[config.mk]
export PLATFORM = sky130hd
export DESIGN_NAME = div_req_seq
export DESIGN_NICKNAME = d
export VERILOG_FILES = /design/src/rtl/div_pkg.sv /design/src/rtl/div_seq_timer.sv /design/src/rtl/div_req_seq.sv
export SDC_FILE = /design/constraint.sdc
export NUM_CORES = 1
export LEC_CHECK = 0
export ABC_CLOCK_PERIOD_IN_PS = 2400
export CAP_MARGIN = 20
export CORE_UTILIZATION = 49
export DETAILED_ROUTE_END_ITERATION = 12
export GPL_ROUTABILITY_DRIVEN = 0
export HOLD_SLACK_MARGIN = 0.08
export PLACE_DENSITY = 0.8
export SYNTH_ARGS = -nofsm -noshare
export SYNTH_HDL_FRONTEND = slang
export SYNTH_SLANG_ARGS = --single-unit
export TNS_END_PERCENT = 5
[constraint.sdc]
create_clock -name clk -period 2.4 [get_ports clk]
set_input_delay 0.36 -clock clk [delete_from_list [all_inputs] [get_ports clk]]
set_output_delay 0.36 -clock clk [all_outputs]
set_load 0.01 [all_outputs]
[src/rtl/div_pkg.sv]
// Shared types and constants for the restoring-divider host sequencer.
package div_pkg;

  localparam int DIV_W = 8;

  typedef enum logic [2:0] {
    DIV_SEQ_IDLE,
    DIV_SEQ_ARM,
    DIV_SEQ_PULSE,
    DIV_SEQ_RUN,
    DIV_SEQ_RESP
  } div_seq_state_e;

  typedef logic [1:0] div_err_t;

  localparam div_err_t DIV_ERR_OK      = 2'd0;
  localparam div_err_t DIV_ERR_TIMEOUT = 2'd1;
  localparam div_err_t DIV_ERR_DIVZERO = 2'd2;

endpackage

[src/rtl/div_seq_timer.sv]
// Loadable down-counter; shared by the start-pulse width and the run timeout.
module div_seq_timer #(
  parameter int TIMEOUT_CYC = 64,
  parameter int CW = $clog2(TIMEOUT_CYC)
) (
  input  logic          clk,
  input  logic          rst,
  input  logic          i_load,
  input  logic [CW-1:0] i_load_val,
  input  logic          i_en,
  output logic          o_zero
);

  logic [CW-1:0] r_count;

  always_ff @(posedge clk) begin
    if (rst) begin
      r_count <= '0;
    end else if (i_load) begin
      r_count <= i_load_val;
    end else if (i_en && (r_count != '0)) begin
      r_count <= r_count - CW'(1);
    end
  end

  assign o_zero = (r_count == '0);

endmodule

[src/rtl/div_req_seq.sv]
// Host-side request/response sequencer for the 8-bit restoring divider.
// Optional DIV_ZERO_CHK_EN: answer divisor==0 locally without starting the divider.
module div_req_seq
  import div_pkg::*;
#(
  parameter int START_CYCLES = 1,
  parameter int TIMEOUT_CYC  = 64
) (
  input  logic             clk,
  input  logic             rst,
  input  logic             req_valid,
  output logic             req_ready,
  input  logic [15:0]      req_dividend,
  input  logic [DIV_W-1:0] req_divisor,
  output logic             div_start,
  input  logic             div_idle,
  input  logic             ld_a,
  input  logic             ld_q,
  input  logic             ld_m,
  output logic [DIV_W-1:0] div_inbus,
  input  logic             out_q,
  input  logic             out_r,
  input  logic [DIV_W-1:0] div_outbus,
  output logic             rsp_valid,
  input  logic             rsp_ready,
  output logic [DIV_W-1:0] rsp_quotient,
  output logic [DIV_W-1:0] rsp_remainder,
  output logic [1:0]       rsp_err,
  output logic             rsp_ovf
);

  localparam int CW = $clog2(TIMEOUT_CYC);

  div_seq_state_e r_state;
  div_seq_state_e w_next;

  logic [15:0]      r_dividend;
  logic [DIV_W-1:0] r_divisor;
  logic [DIV_W-1:0] r_quot;
  logic             r_ovf;

  logic          w_tmr_load;
  logic          w_tmr_en;
  logic          w_tmr_zero;
  logic [CW-1:0] w_tmr_val;
  logic          w_divzero;

`ifdef DIV_ZERO_CHK_EN
  assign w_divzero = (req_divisor == '0);
`else
  assign w_divzero = 1'b0;
`endif

  div_seq_timer #(
    .TIMEOUT_CYC(TIMEOUT_CYC),
    .CW         (CW)
  ) u_timer (
    .clk       (clk),
    .rst       (rst),
    .i_load    (w_tmr_load),
    .i_load_val(w_tmr_val),
    .i_en      (w_tmr_en),
    .o_zero    (w_tmr_zero)
  );

  always_ff @(posedge clk) begin
    if (rst) r_state <= DIV_SEQ_IDLE;
    else     r_state <= w_next;
  end

  always_comb begin
    w_next     = r_state;
    w_tmr_load = 1'b0;
    w_tmr_en   = 1'b0;
    w_tmr_val  = '0;
    case (r_state)
      DIV_SEQ_IDLE: begin
        if (req_valid) begin
          w_next = w_divzero ? DIV_SEQ_RESP : DIV_SEQ_ARM;
        end
      end
      DIV_SEQ_ARM: begin
        if (div_idle) begin
          w_next     = DIV_SEQ_PULSE;
          w_tmr_load = 1'b1;
          w_tmr_val  = CW'(START_CYCLES - 1);
        end
      end
      DIV_SEQ_PULSE: begin
        if (w_tmr_zero) begin
          w_next     = DIV_SEQ_RUN;
          w_tmr_load = 1'b1;
          w_tmr_val  = CW'(TIMEOUT_CYC - 1);
        end else begin
          w_tmr_en = 1'b1;
        end
      end
      DIV_SEQ_RUN: begin
        if (out_r || w_tmr_zero) w_next = DIV_SEQ_RESP;
        else                     w_tmr_en = 1'b1;
      end
      DIV_SEQ_RESP: begin
        if (rsp_ready) w_next = DIV_SEQ_IDLE;
      end
      default: w_next = DIV_SEQ_IDLE;
    endcase
  end

  assign req_ready = !rst && (r_state == DIV_SEQ_IDLE);
  assign div_start = !rst && (r_state == DIV_SEQ_PULSE);
  assign rsp_valid = !rst && (r_state == DIV_SEQ_RESP);

  // Operand mux is combinational so the divider samples it in the strobe cycle.
  always_comb begin
    div_inbus = '0;
    if (!rst && (r_state == DIV_SEQ_RUN)) begin
      if (ld_a)      div_inbus = r_dividend[15:8];
      else if (ld_q) div_inbus = r_dividend[7:0];
      else if (ld_m) div_inbus = r_divisor;
    end
  end

  always_ff @(posedge clk) begin
    if (rst) begin
      r_dividend    <= '0;
      r_divisor     <= '0;
      r_quot        <= '0;
      r_ovf         <= 1'b0;
      rsp_quotient  <= '0;
      rsp_remainder <= '0;
      rsp_err       <= DIV_ERR_OK;
      rsp_ovf       <= 1'b0;
    end else begin
      case (r_state)
        DIV_SEQ_IDLE: begin
          if (req_valid) begin
            r_dividend <= req_dividend;
            r_divisor  <= req_divisor;
            r_ovf      <= (req_dividend[15:8] >= req_divisor);
            r_quot     <= '0;
            if (w_divzero) begin
              rsp_quotient  <= '1;
              rsp_remainder <= req_dividend[7:0];
              rsp_err       <= DIV_ERR_DIVZERO;
              rsp_ovf       <= 1'b1;
            end
          end
        end
        DIV_SEQ_RUN: begin
          if (out_q) r_quot <= div_outbus;
          if (out_r || w_tmr_zero) begin
            rsp_quotient  <= out_q ? div_outbus : r_quot;
            rsp_remainder <= out_r ? div_outbus : '0;
            rsp_err       <= out_r ? DIV_ERR_OK : DIV_ERR_TIMEOUT;
            rsp_ovf       <= r_ovf;
          end
        end
        default: ;
      endcase
    end
  end

endmodule

# Word-level counts from Yosys, hierarchy flattened
# Index checks and enable logic that the tools add are counted.
[totals]
reg_bits = 61
in_bits = 42
output_inout_bits = 30
wordCells = 62
[op_classes]
addsub = 1
order_cmp = 1
eq_ne = 9
muxes = 25
reduce_logical = 16
[ops]
columns = ["operator", "n"]
rows = [
  ["8-bit two-way mux", 7],
  ["6-bit two-way mux", 4],
  ["8-bit one-hot mux with 2 select lines", 1],
  ["3-bit two-way mux", 5],
  ["3-bit one-hot mux with 5 select lines", 1],
  ["2-bit inequality test (second input constant)", 5],
  ["8-bit >= comparator", 1],
  ["3-bit by 2-bit == test with 1-bit output (second input constant)", 2],
  ["6-bit logical NOT", 1],
  ["2-bit AND reduction", 3],
  ["6-bit nonzero test", 1],
  ["6-bit by 1-bit subtractor with 6-bit output (second input constant)", 1],
  ["1-bit logical AND", 5],
  ["1-bit two-way mux", 5],
  ["5-bit AND reduction", 1],
  ["1-bit one-hot mux with 2 select lines", 2],
  ["2-bit nonzero test", 2],
  ["3-bit by 1-bit == test with 1-bit output (second input constant)", 1],
  ["3-bit == test (second input constant)", 1],
  ["3-bit logical NOT", 1],
  ["1-bit logical NOT", 1],
  ["1-bit logical OR", 1],
]

# Depth between registers and ports, before layout
# Gate-level depths: netlist (run 1).
[logic_depth]
word_depth = 7
depth_mapped = 7
depth_no_buf = 6

# Modules after synthesis
# A second synthesis (run 1) with hierarchy kept.
[unflattened]
cells_unflattened = 352
area_unflattened_um2 = 2947.8
[by_module_without_submodules]
columns = ["mod", "n_inst", "cells_each", "area_per_inst_um2", "seq_area_each_um2"]
rows = [
  ["div_req_seq", 1, 310, 2576.2, 1081.0],
  ["div_seq_timer", 1, 42, 371.6, 120.1],
]

# Worst setup path before layout (run 1)
# OpenSTA, ideal clock, no wires.
[synth_path]
path_kind = "register to register"
start = "reg u_timer.r_count[0]"
end = "reg r_state[0]"
setup_ps = 70
arrival_ps = 1634
t_required_ps = 2330
slack_ps = 696
path_stages_with_launch = 7
n_path_buf = 0
period_less_slack_ps = 1704
cell_sequence = "dfxtp_1 > inv_1 > ha_1 > or2b_1 > o211ai_4 > or4b_1 > a21oi_1"
[synth_between]
elab_chain_cells = 4
word_cells_on_any_way = 5
classes_between = "2 x eq/ne; 3 x reduce/logical"
[synth_rtl]
columns = ["element", "line_no", "rtl"]
rows = [
  ["start, declared", "div_seq_timer.sv:14", "logic [CW-1:0] r_count;"],
  ["start signal, assigned", "div_seq_timer.sv:20", "r_count <= i_load_val;"],
  ["start signal, assigned", "div_seq_timer.sv:22", "r_count <= r_count - CW'(1);"],
  ["6-bit logical NOT (*)", "div_seq_timer.sv:26", "assign o_zero = (r_count == '0);"],
  ["1-bit logical OR", "div_req_seq.sv:99", "if (out_r || w_tmr_zero) w_next = DIV_SEQ_RESP;"],
  ["2-bit inequality test (no source line)", "--", ""],
  ["5-bit AND reduction (no source line) (*)", "--", ""],
  ["end signal, assigned", "div_req_seq.sv:68", "else r_state <= w_next;"],
  ["end, declared", "div_req_seq.sv:34", "div_seq_state_e r_state;"],
]
# Every way passes the cells marked *; elsewhere a longest branch is shown, timed or not.
# A chain may end at the register's enable or synchronous reset.

# Final worst setup path (run 1)
[layout_path]
start = "in ld_q"
end = "out div_inbus[3]"
[layout_between]
elab_chain_cells = 3
[layout_rtl]
columns = ["element", "line_no", "rtl"]
rows = [
  ["start, declared", "div_req_seq.sv:18", "input logic ld_q,"],
  ["8-bit two-way mux", "div_req_seq.sv:118", "else if (ld_q) div_inbus = r_dividend[7:0];"],
  ["8-bit two-way mux", "div_req_seq.sv:117", "if (ld_a) div_inbus = r_dividend[15:8];"],
  ["8-bit two-way mux", "div_req_seq.sv:116", "if (!rst && (r_state == DIV_SEQ_RUN)) begin"],
  ["end, declared", "div_req_seq.sv:20", "output logic [DIV_W-1:0] div_inbus,"],
]
# Every way passes these cells.

==> flow_metrics.env, run 1 <==
export IMPL_status="finished clean"
export IMPL_wl_per_cell_um=15.1
export IMPL_initial_core_util_pct=51.1
export IMPL_drtIter0Drc=146
export IMPL_path_cells="clkdlybuf4s50_1 > buf_4 > nand3b_1 > a21oi_1 > a21oi_1 > nor2_1 > clkdlybuf4s50_1"
export IMPL_io_pins=72
export IMPL_grt_pass1_vias=2579
export IMPL_cp_slowest_cell="clkdlybuf4s50_1"
export IMPL_r2r_setup_slack_ns=0.40
export IMPL_hold_viol=0
export IMPL_cap_violations=0
export IMPL_grt_max_degree=29
export IMPL_whs_endpoint="r_divisor[1]"
export IMPL_synth_nets=387
export IMPL_hpwl_mm=5.16
export IMPL_ys_types=51
export IMPL_numCtsBuffers=9
export IMPL_dieArea_um2=6050
export IMPL_layout_setup_ws_ns=0.0657
export IMPL_vias=2671
export IMPL_grt_pass1_wl_mm=12.3
export IMPL_setup_viol=0
export IMPL_ff2ff_path_depth=6
export IMPL_holdPathStages=2
export IMPL_slowest_delay_ns=0.55
export IMPL_cts_hold_buf=0
export IMPL_hold_path_class="reg -> reg"
export IMPL_finalCritPeriodShare_pct=97.3
export IMPL_yosysMostFrequentCell="nand2_1"
export IMPL_holdWs_ns=0.463
export IMPL_r2r_end="rsp_remainder[3]"
export IMPL_dieWidth_um=77.8
export IMPL_synth_area_leader_cell="dfxtp_1"
export IMPL_antenna_cells=0
export IMPL_synth_top_cell_area_share_pct=42.7
export IMPL_hp_start="r_divisor[1]"
export IMPL_synth_seq_cells=60
export IMPL_leakage_nw=1.59
export IMPL_grt_use_total_pct=26.0
export IMPL_core_area_um2=5510
export IMPL_first_pass_iters=4
export IMPL_clkTransAtPathRegs_ns=0.07
export IMPL_synthToLayoutAreaGrowth_pct=37.0
export IMPL_setup_worst_path_start_class="primary input"
export IMPL_h_tree_depth=3
export IMPL_fin_setup_tns_ns=0
export IMPL_cp_required_ns=2.04
export IMPL_wl_mm=7.27
export IMPL_pre_cts_ws_ns=0.0344
export IMPL_layout_drive_gt1_share_pct=10.0
export IMPL_end_kind="output port"
export IMPL_synth_edff_count=0
export IMPL_fin_crit_ns=2.33
export IMPL_drc_errors=0
export IMPL_regArea_um2=1200
export IMPL_fin_skew_ns=0.00606
export IMPL_cts_tree="done"
export IMPL_syn_area_per_cell_um2=8.40
export IMPL_antenna_found_initial=0
export IMPL_ir_worst_vdd_mv=0.737
export IMPL_nets=457
export IMPL_cts_root_buf="clkbuf_8"
export IMPL_rsz0062_at_grt="false"
export IMPL_synthArstFlopShare_pct=0
export IMPL_cts_sinks=60
export IMPL_fillers=443
export IMPL_synthTopCellsByArea="dfxtp_1, a21oi_1, nand2_1"
export IMPL_viasPerCell=5.54
export IMPL_worst_setup_path_type="in -> out"
export IMPL_clock_fmax_mhz=428
export IMPL_ys_seq_area_share_pct=42.7
export IMPL_row_count=27
export IMPL_crit_fanout=16
export IMPL_drv_slew=0
export IMPL_design_area_um2=3860
export IMPL_r2r_start="u_timer.r_count[0]"
export IMPL_grt_overflow=0
export IMPL_yosysWarnings=0
export IMPL_power_density_nw_per_um2=922
export IMPL_dpl_cell_area_um2=3600
export IMPL_synthCells=335
export IMPL_port_buffers=70
export IMPL_multi_input_area_um2=1480
export IMPL_synth_top_flop_cell="dfxtp_1"
export IMPL_worstMarginPinSlew_ns=0.683
export IMPL_cts_buffer_depth=2
export IMPL_ys_top_cells_by_count="nand2_1, dfxtp_1, a21oi_1"
export IMPL_clock_latency_ns=0.33
export IMPL_die_h_um=77.8
export IMPL_max_slew_margin_pct=54.5
export IMPL_syn_area_um2=2810
export IMPL_antenna_left=0
export IMPL_crit_arrival_ns=1.97
worst max-delay path: cells and delay by family:
| kind | cells | cell delay (ns) |
|---|---|---|
| and+or+nand+nor | 2 | 0.25 |
| AOI/OAI and AO/OA | 2 | 0.24 |
| buffers and inverters | 3 | 1.12 |
state kept, by name, summed over array words and instances (netlist names):
name and flops:
r_state 3, u_timer.r_count 6, r_ovf 1, rsp_ovf 1
rsp_remainder 8, rsp_quotient 8, rsp_err 1, r_divisor 8
r_quot 8, r_dividend 16
what timing repair did:
action                                  4_1_cts  5_1_grt
endpoints found under the setup margin        3        8
gates resized for setup                       1       10
setup buffers                                 0        0
endpoints found under the hold margin         0        0
placed cells by master, fill, tap and decap left out, types with 8 or more instances in the layout:
cell and count:
inv_1 11, clkbuf_8 9, a21oi_1 53, mux2i_1 9
nand3b_1 8, nand2_1 61, ha_1 10, dfxtp_1 58
nor2_1 20, clkdlybuf4s50_1 63, a22o_1 16, buf_4 13
a211oi_1 11
cell families after synthesis:
family | count (synthesis) | synth area share [%]
and+or+nand+nor | 116 | 20.2
AOI/OAI and AO/OA | 99 | 22.7
DFF | 60 | 42.7
buffers and inverters | 36 | 5.34
adders and majority gates | 10 | 4.45
muxes | 10 | 3.60
xor gates and xnor gates | 3 | 0.934
other | 1 | 0.133
power breakdown:
part / switching, mW / internal, mW
Clock: 0.434 / 0.591
Sequential: 0.140 / 1.17
Combinational: 0.695 / 0.522
per-stage QoR:
step	utilization [%]	total power, mW	instances
CTS	69.5	3.55	481
detailed placement	65.4	2.51	465
floorplan	-	2.14	335
global route	70.0	3.77	482
finish	70.0	3.56	482
global placement	65.4	2.48	465
how the worst max path moves through the flow:
stage | startpoint | end | slack [ns] | cells past startpoint
6_report | ld_q | div_inbus[3] | 0.07 | 7
5_1_grt | ld_q | div_inbus[3] | 0.002 | 7
4_1_cts | r_state[0] | div_inbus[0] | 0.02 | 4
3_5_place_dp | ld_m | div_inbus[3] | 0.03 | 6
3_3_place_gp | ld_m | div_inbus[2] | 0.08 | 6
2_1_floorplan | u_timer.r_count[0] | r_state[0] | 0.70 | 6
metal layers:
layer,up-vias,part of all wire (%),track usage [%]
met1,1263,45,33.1
met2,79,48,42.1
li1,1320,-,-
met5,-,0,0
met4,0,1.2,8.11
met3,9,5.4,7.41
final cells by class:
cell class | instances | share of cell area [%]
Inverter | 11 | 1.07
Sequential cell | 60 | 31.2
Clock inverter | 7 | 2.56
Tap cell | 72 | 2.34
Multi-Input combinational cell | 239 | 38.3
Clock buffer | 9 | 3.21
Timing Repair Buffer | 84 | 21.3
(Power assumes the default switching activity.)
==> inputs of run 2 (changes only) <==
ABC_AREA = 0   (was not set)
==> results of run 2 <==
Final layout, timing and power as in run 1 (identical DEF).
==> edit 1 (flow settings as in run 1) <==
Add a define of `DIV_ZERO_CHK_EN`.
--- a/src/rtl/div_req_seq.sv
+++ b/src/rtl/div_req_seq.sv
@@ -1,5 +1,7 @@
 // Host-side request/response sequencer for the 8-bit restoring divider.
 // Optional DIV_ZERO_CHK_EN: answer divisor==0 locally without starting the divider.
+`define DIV_ZERO_CHK_EN
+
 module div_req_seq
   import div_pkg::*;
 #(
Behaviour: not the same (a bounded check fails within 4 cycles, from zero or initial values and one cycle with rst high).
==> edit 1 against run 1 <==
  * Final area up 4.2%
  * Setup slack better by 0.15 ns
  * First-iteration DRC count up 57%
  * Global-route usage up 0.63 points
  * Routed wire length up 7.1%
  * Power down 9.2%
  * Sequential cell count up 1
  * Area after synthesis up 5.5%
  * Largest power group unchanged
==> edit 1: results (changes against run 1) <==
status finished, final reports clean; clock slew at reported path FFs 0.07 ns (about the same); Final nets 484 (+5.9%); vias in the first global route 2,727 (+5.7%); Top FF cell, synth dfxtp_1; Setup Buffers After CTS 0 (unchanged); initial antenna violation count 0 (unchanged); Num CTS Buffers 9 (unchanged); Syn Nets 413 (+6.7%); sequential share of the synthesized area 41.1% (-1.5 points); All-Layer GR Usage 26.6% (+0.63 points); DRT iter0 DRCs 229 (+57%); Synth top cells by count 73 x nand2_1, 61 x dfxtp_1, 46 x a21oi_1; largest net degree at the start of global routing 31 (+6.9%); fillers 475 (+7.2%); Detailed Routing Iterations Pass 1 4 (unchanged); xor/xnor cell area share of the yosys netlist 0.590% (-0.34 points); Worst EP arrival 1.82 ns (-0.15 ns); Port Buf Inserts 71 (+1.4%); Slew Limit Headroom 52.4% (-2.0 points); Post-Syn Instances 361 (+7.8%); Clock H-tree levels 3 (unchanged); Compound-Gate Fraction of Synth Area 22.3% (-0.42 points); Synth Area in Adders 4.22% (-0.23 points); Biggest register r_dividend; Max Clock Skew 0.0108 ns (+0.00469 ns); Leakage 1.63 nW (+2.8%); dpl cells 493 (+6.0%); worst-path maximum fanout 8 (-8); layout cells sized above 1 12.6% (+2.6 points); DRT Wirelength 7780 um (+7.1%); global-route wire length before repair 12,800 um (+4.0%); mux cell area share after synthesis 2.99% (-0.61 points); Vias 2,896 (+8.4%); Max IR drop VDD 0.570 mV (-23%); final non-filler cell total 509 (+5.6%); synth unique cells 46 (-9.8%); max incr delay on CP 0.59 ns (+0.04 ns); post-detail-place hpwl 5560 um (+7.6%); largest cells by area after synthesis dfxtp_1 41%, nand2_1 9.2%, a21oi_1 7.8%, ha_1 4.2%, nor2_1 3.0%
edit 1: area by class of cell:
cell class,instances,area (um2),share of cell area (%)
Sequential cell,61,1220,30.4
Tap cell,72,90.1,2.24
Inverter,13,48.8,1.21
Timing Repair Buffer,85,846,21.0
Clock inverter,5,82.6,2.05
Multi-Input combinational cell,262,1590,39.5
Clock buffer,11,141,3.52
edit 1: report_power, final:
part / leakage (nW) / internal (mW) / switching (mW) / total [mW]
registers: 0.497 / 1.15 / 0.118 / 1.27
logic: 1.02 / 0.420 / 0.512 / 0.932
clock network: 0.114 / 0.617 / 0.412 / 1.03
edit 1: final timing paths:
kind                                         start                  to  slack, ns
worst max register to register  u_timer.r_count[0]  u_timer.r_count[5]       0.50
worst max-delay path                    r_state[1]           div_start       0.22
worst min register to register        r_divisor[2]        r_divisor[2]       0.46
worst min-delay path                  r_divisor[2]        r_divisor[2]       0.46
edit 1: repair_timing:
action / CTS / global route
endpoints found under the hold margin: 0 / 0
endpoints found under the setup margin: 0 / 8
resized for setup: 0 / 10
edit 1: tightest hold or removal path: cells and delay by family (launching register included):
family	cells	cell delay, ns
DFF	1	0.31
and+or+nand+nor	1	0.05
AOI/OAI and AO/OA	1	0.05
edit 1: per-stage QoR:
step           hold WS [ns]  worst slack, ns  instance area, um2  power [mW]
2_1_floorplan         0.436            0.671                2970        1.88
3_3_place_gp          0.449           0.0567                3770        2.17
6_report              0.458            0.216                4020        3.23
3_5_place_dp          0.450          0.00604                3770        2.20
5_1_grt               0.482            0.144                4020        3.41
4_1_cts               0.460          0.00252                3990        3.24
edit 1: layer usage:
metal  track usage, %  routed length (um)  vias up
met4             12.9                 166        0
met1             35.0                3460     1352
met5                0                   0        -
met2             42.1                3630      101
li1                 -                   -     1428
met3             4.46                 519       15
==> edit 2 (flow settings as in run 1) <==
Made on the original files. Reset style: asynchronous (`rst`), changed in 3 clocked blocks.
--- a/src/rtl/div_seq_timer.sv
+++ b/src/rtl/div_seq_timer.sv
@@ -13,7 +13,7 @@
 
   logic [CW-1:0] r_count;
 
-  always_ff @(posedge clk) begin
+  always_ff @(posedge clk or posedge rst) begin
     if (rst) begin
       r_count <= '0;
     end else if (i_load) begin
--- a/src/rtl/div_req_seq.sv
+++ b/src/rtl/div_req_seq.sv
@@ -63,7 +63,7 @@
     .o_zero    (w_tmr_zero)
   );
 
-  always_ff @(posedge clk) begin
+  always_ff @(posedge clk or posedge rst) begin
     if (rst) r_state <= DIV_SEQ_IDLE;
     else     r_state <= w_next;
   end
@@ -120,7 +120,7 @@
     end
   end
 
-  always_ff @(posedge clk) begin
+  always_ff @(posedge clk or posedge rst) begin
     if (rst) begin
       r_dividend    <= '0;
       r_divisor     <= '0;
Formal check against the unedited RTL: differs if rst is asserted again (counterexample within 10 cycles, from zero or initial values and one cycle with rst high); with rst held inactive, the same outputs for 10 cycles.
==> edit 2 against run 1 <==
  * Final area rose by 3.1%
  * Setup slack improved by 0.026 ns
  * Area after synthesis rose by 4.8%
  * Routed wire length fell by 7.1%
  * Cell count fell by 4.1%
  * Synthesized cell count fell by 8.1%
  * Combinational power rose by 39%
  * Via count fell by 7.7%
  * Hold slack improved by 0.021 ns
  * Sequential cell count did not move
  * Power rose by 21%
  * Sequential share of layout area rose by 6.6 points
  * Sequential power rose by 30%
  * Largest power group unchanged
  * Highest routed layer unchanged
==> edit 2: results (changes against run 1) <==
synth unique cells 38 (-25%); fmax 0.433 GHz (+1.1%); CP Capture Point div_inbus[2]; worst min-delay path category input port to async pin; global-route wire length before repair 11,000 um (-11%); xor/xnor cell area share of the yosys netlist 0% (-0.93 points); Leakage 1.87 nW (+18%); vias in the first global route 2,403 (-6.8%); DRT met1 WL 2990 um (-9.2%); Crit Reg-Reg Startpoint u_timer.r_count[0]; Syn Nets 360 (-7.0%); dpl cells 446 (-4.1%); Max Clock Skew 0.00785 ns (+0.00178 ns); Setup crit start r_state[2]; layout cells sized above 1 13.8% (+3.8 points); DP Area 3760 um2 (+4.4%); Synth Area in Adders 4.24% (-0.20 points); mux cell area share after synthesis 6.49% (+2.9 points); All-Layer GR Usage 23.1% (-2.8 points); status finished, final reports clean; fillers 428 (-3.4%); Async S/R FF share, synth 100% (+100 points); DRT Wirelength 6750 um (-7.1%); largest net degree at the start of global routing 49 (+69%); vias per cell 5.34 (-3.7%); CP delay by family, top simple AND/OR/NAND/NOR gates; Reg-to-Reg End u_timer.r_count[2]; post-detail-place hpwl 4800 um (-7.1%); Synth top cells by count 84 x nand2_1, 60 x dfrtp_1, 17 x mux2_2; sequential share of the synthesized area 50.9% (+8.2 points); largest cells by area after synthesis dfrtp_1 51%, nand2_1 11%, mux2_2 6.5%, ha_1 4.2%, a21oi_1 2.4%; met2 wire len 3270 um (-6.3%); final non-filler cell total 462 (-4.1%); R2R depth 5 (-1); pre-CTS setup slack -0.00145 ns (-0.0358 ns); DRT iter0 DRCs 168 (+15%); reg2reg setup slack 0.55 ns (+0.15 ns); Compound-Gate Fraction of Synth Area 12.1% (-11 points)
edit 2: per-layer routing:
layer,vias to the layer above,track usage [%]
met2,81,37.5
met3,10,4.91
met4,0,10.9
met1,1156,29.4
li1,1218,-
met5,-,0
edit 2: what timing repair did:
action	CTS	global route
hold buffers	0	0
endpoints found under the setup margin	5	8
resized for setup	3	3
hold endpoints to repair	0	0
setup buffers	0	0
edit 2: how the worst min path moves through the flow:
stage	startpoint	to	slack, ns	depth (start not counted)
2_1_floorplan	r_dividend[3]	r_dividend[3]	0.45	2
3_5_place_dp	r_divisor[0]	r_divisor[0]	0.47	2
3_3_place_gp	r_dividend[7]	r_dividend[7]	0.46	2
5_1_grt	r_dividend[13]	r_dividend[13]	0.51	2
6_report	rst	rsp_quotient[3]	0.48	3
4_1_cts	rst	rsp_quotient[3]	0.48	3
edit 2: power by group:
part | switching, mW | total (mW) | internal, mW
combinational | 0.843 | 1.70 | 0.853
sequential | 0.257 | 1.70 | 1.45
clock | 0.415 | 0.897 | 0.482
edit 2: logic make-up after synthesis:
family                     count (synthesis)
DFF                                       60
buffers and inverters                     29
muxes                                     17
other                                      1
AOI/OAI and AO/OA                         51
and+or+nand+nor                          140
adders and majority gates                 10
edit 2: tightest hold or removal path, cell delays in order:
cell and delay [ns]:
clkdlybuf4s50_1 0.48, clkinvlp_4 0.14, buf_4 0.21
edit 2: area by class of cell:
| class | instances | area share, % |
|---|---|---|
| Sequential cell | 60 | 37.8 |
| Inverter | 13 | 1.32 |
| Clock inverter | 7 | 1.89 |
| Clock buffer | 9 | 3.12 |
| Tap cell | 72 | 2.27 |
| Timing Repair Buffer | 82 | 20.1 |
| Multi-Input combinational cell | 219 | 33.6 |
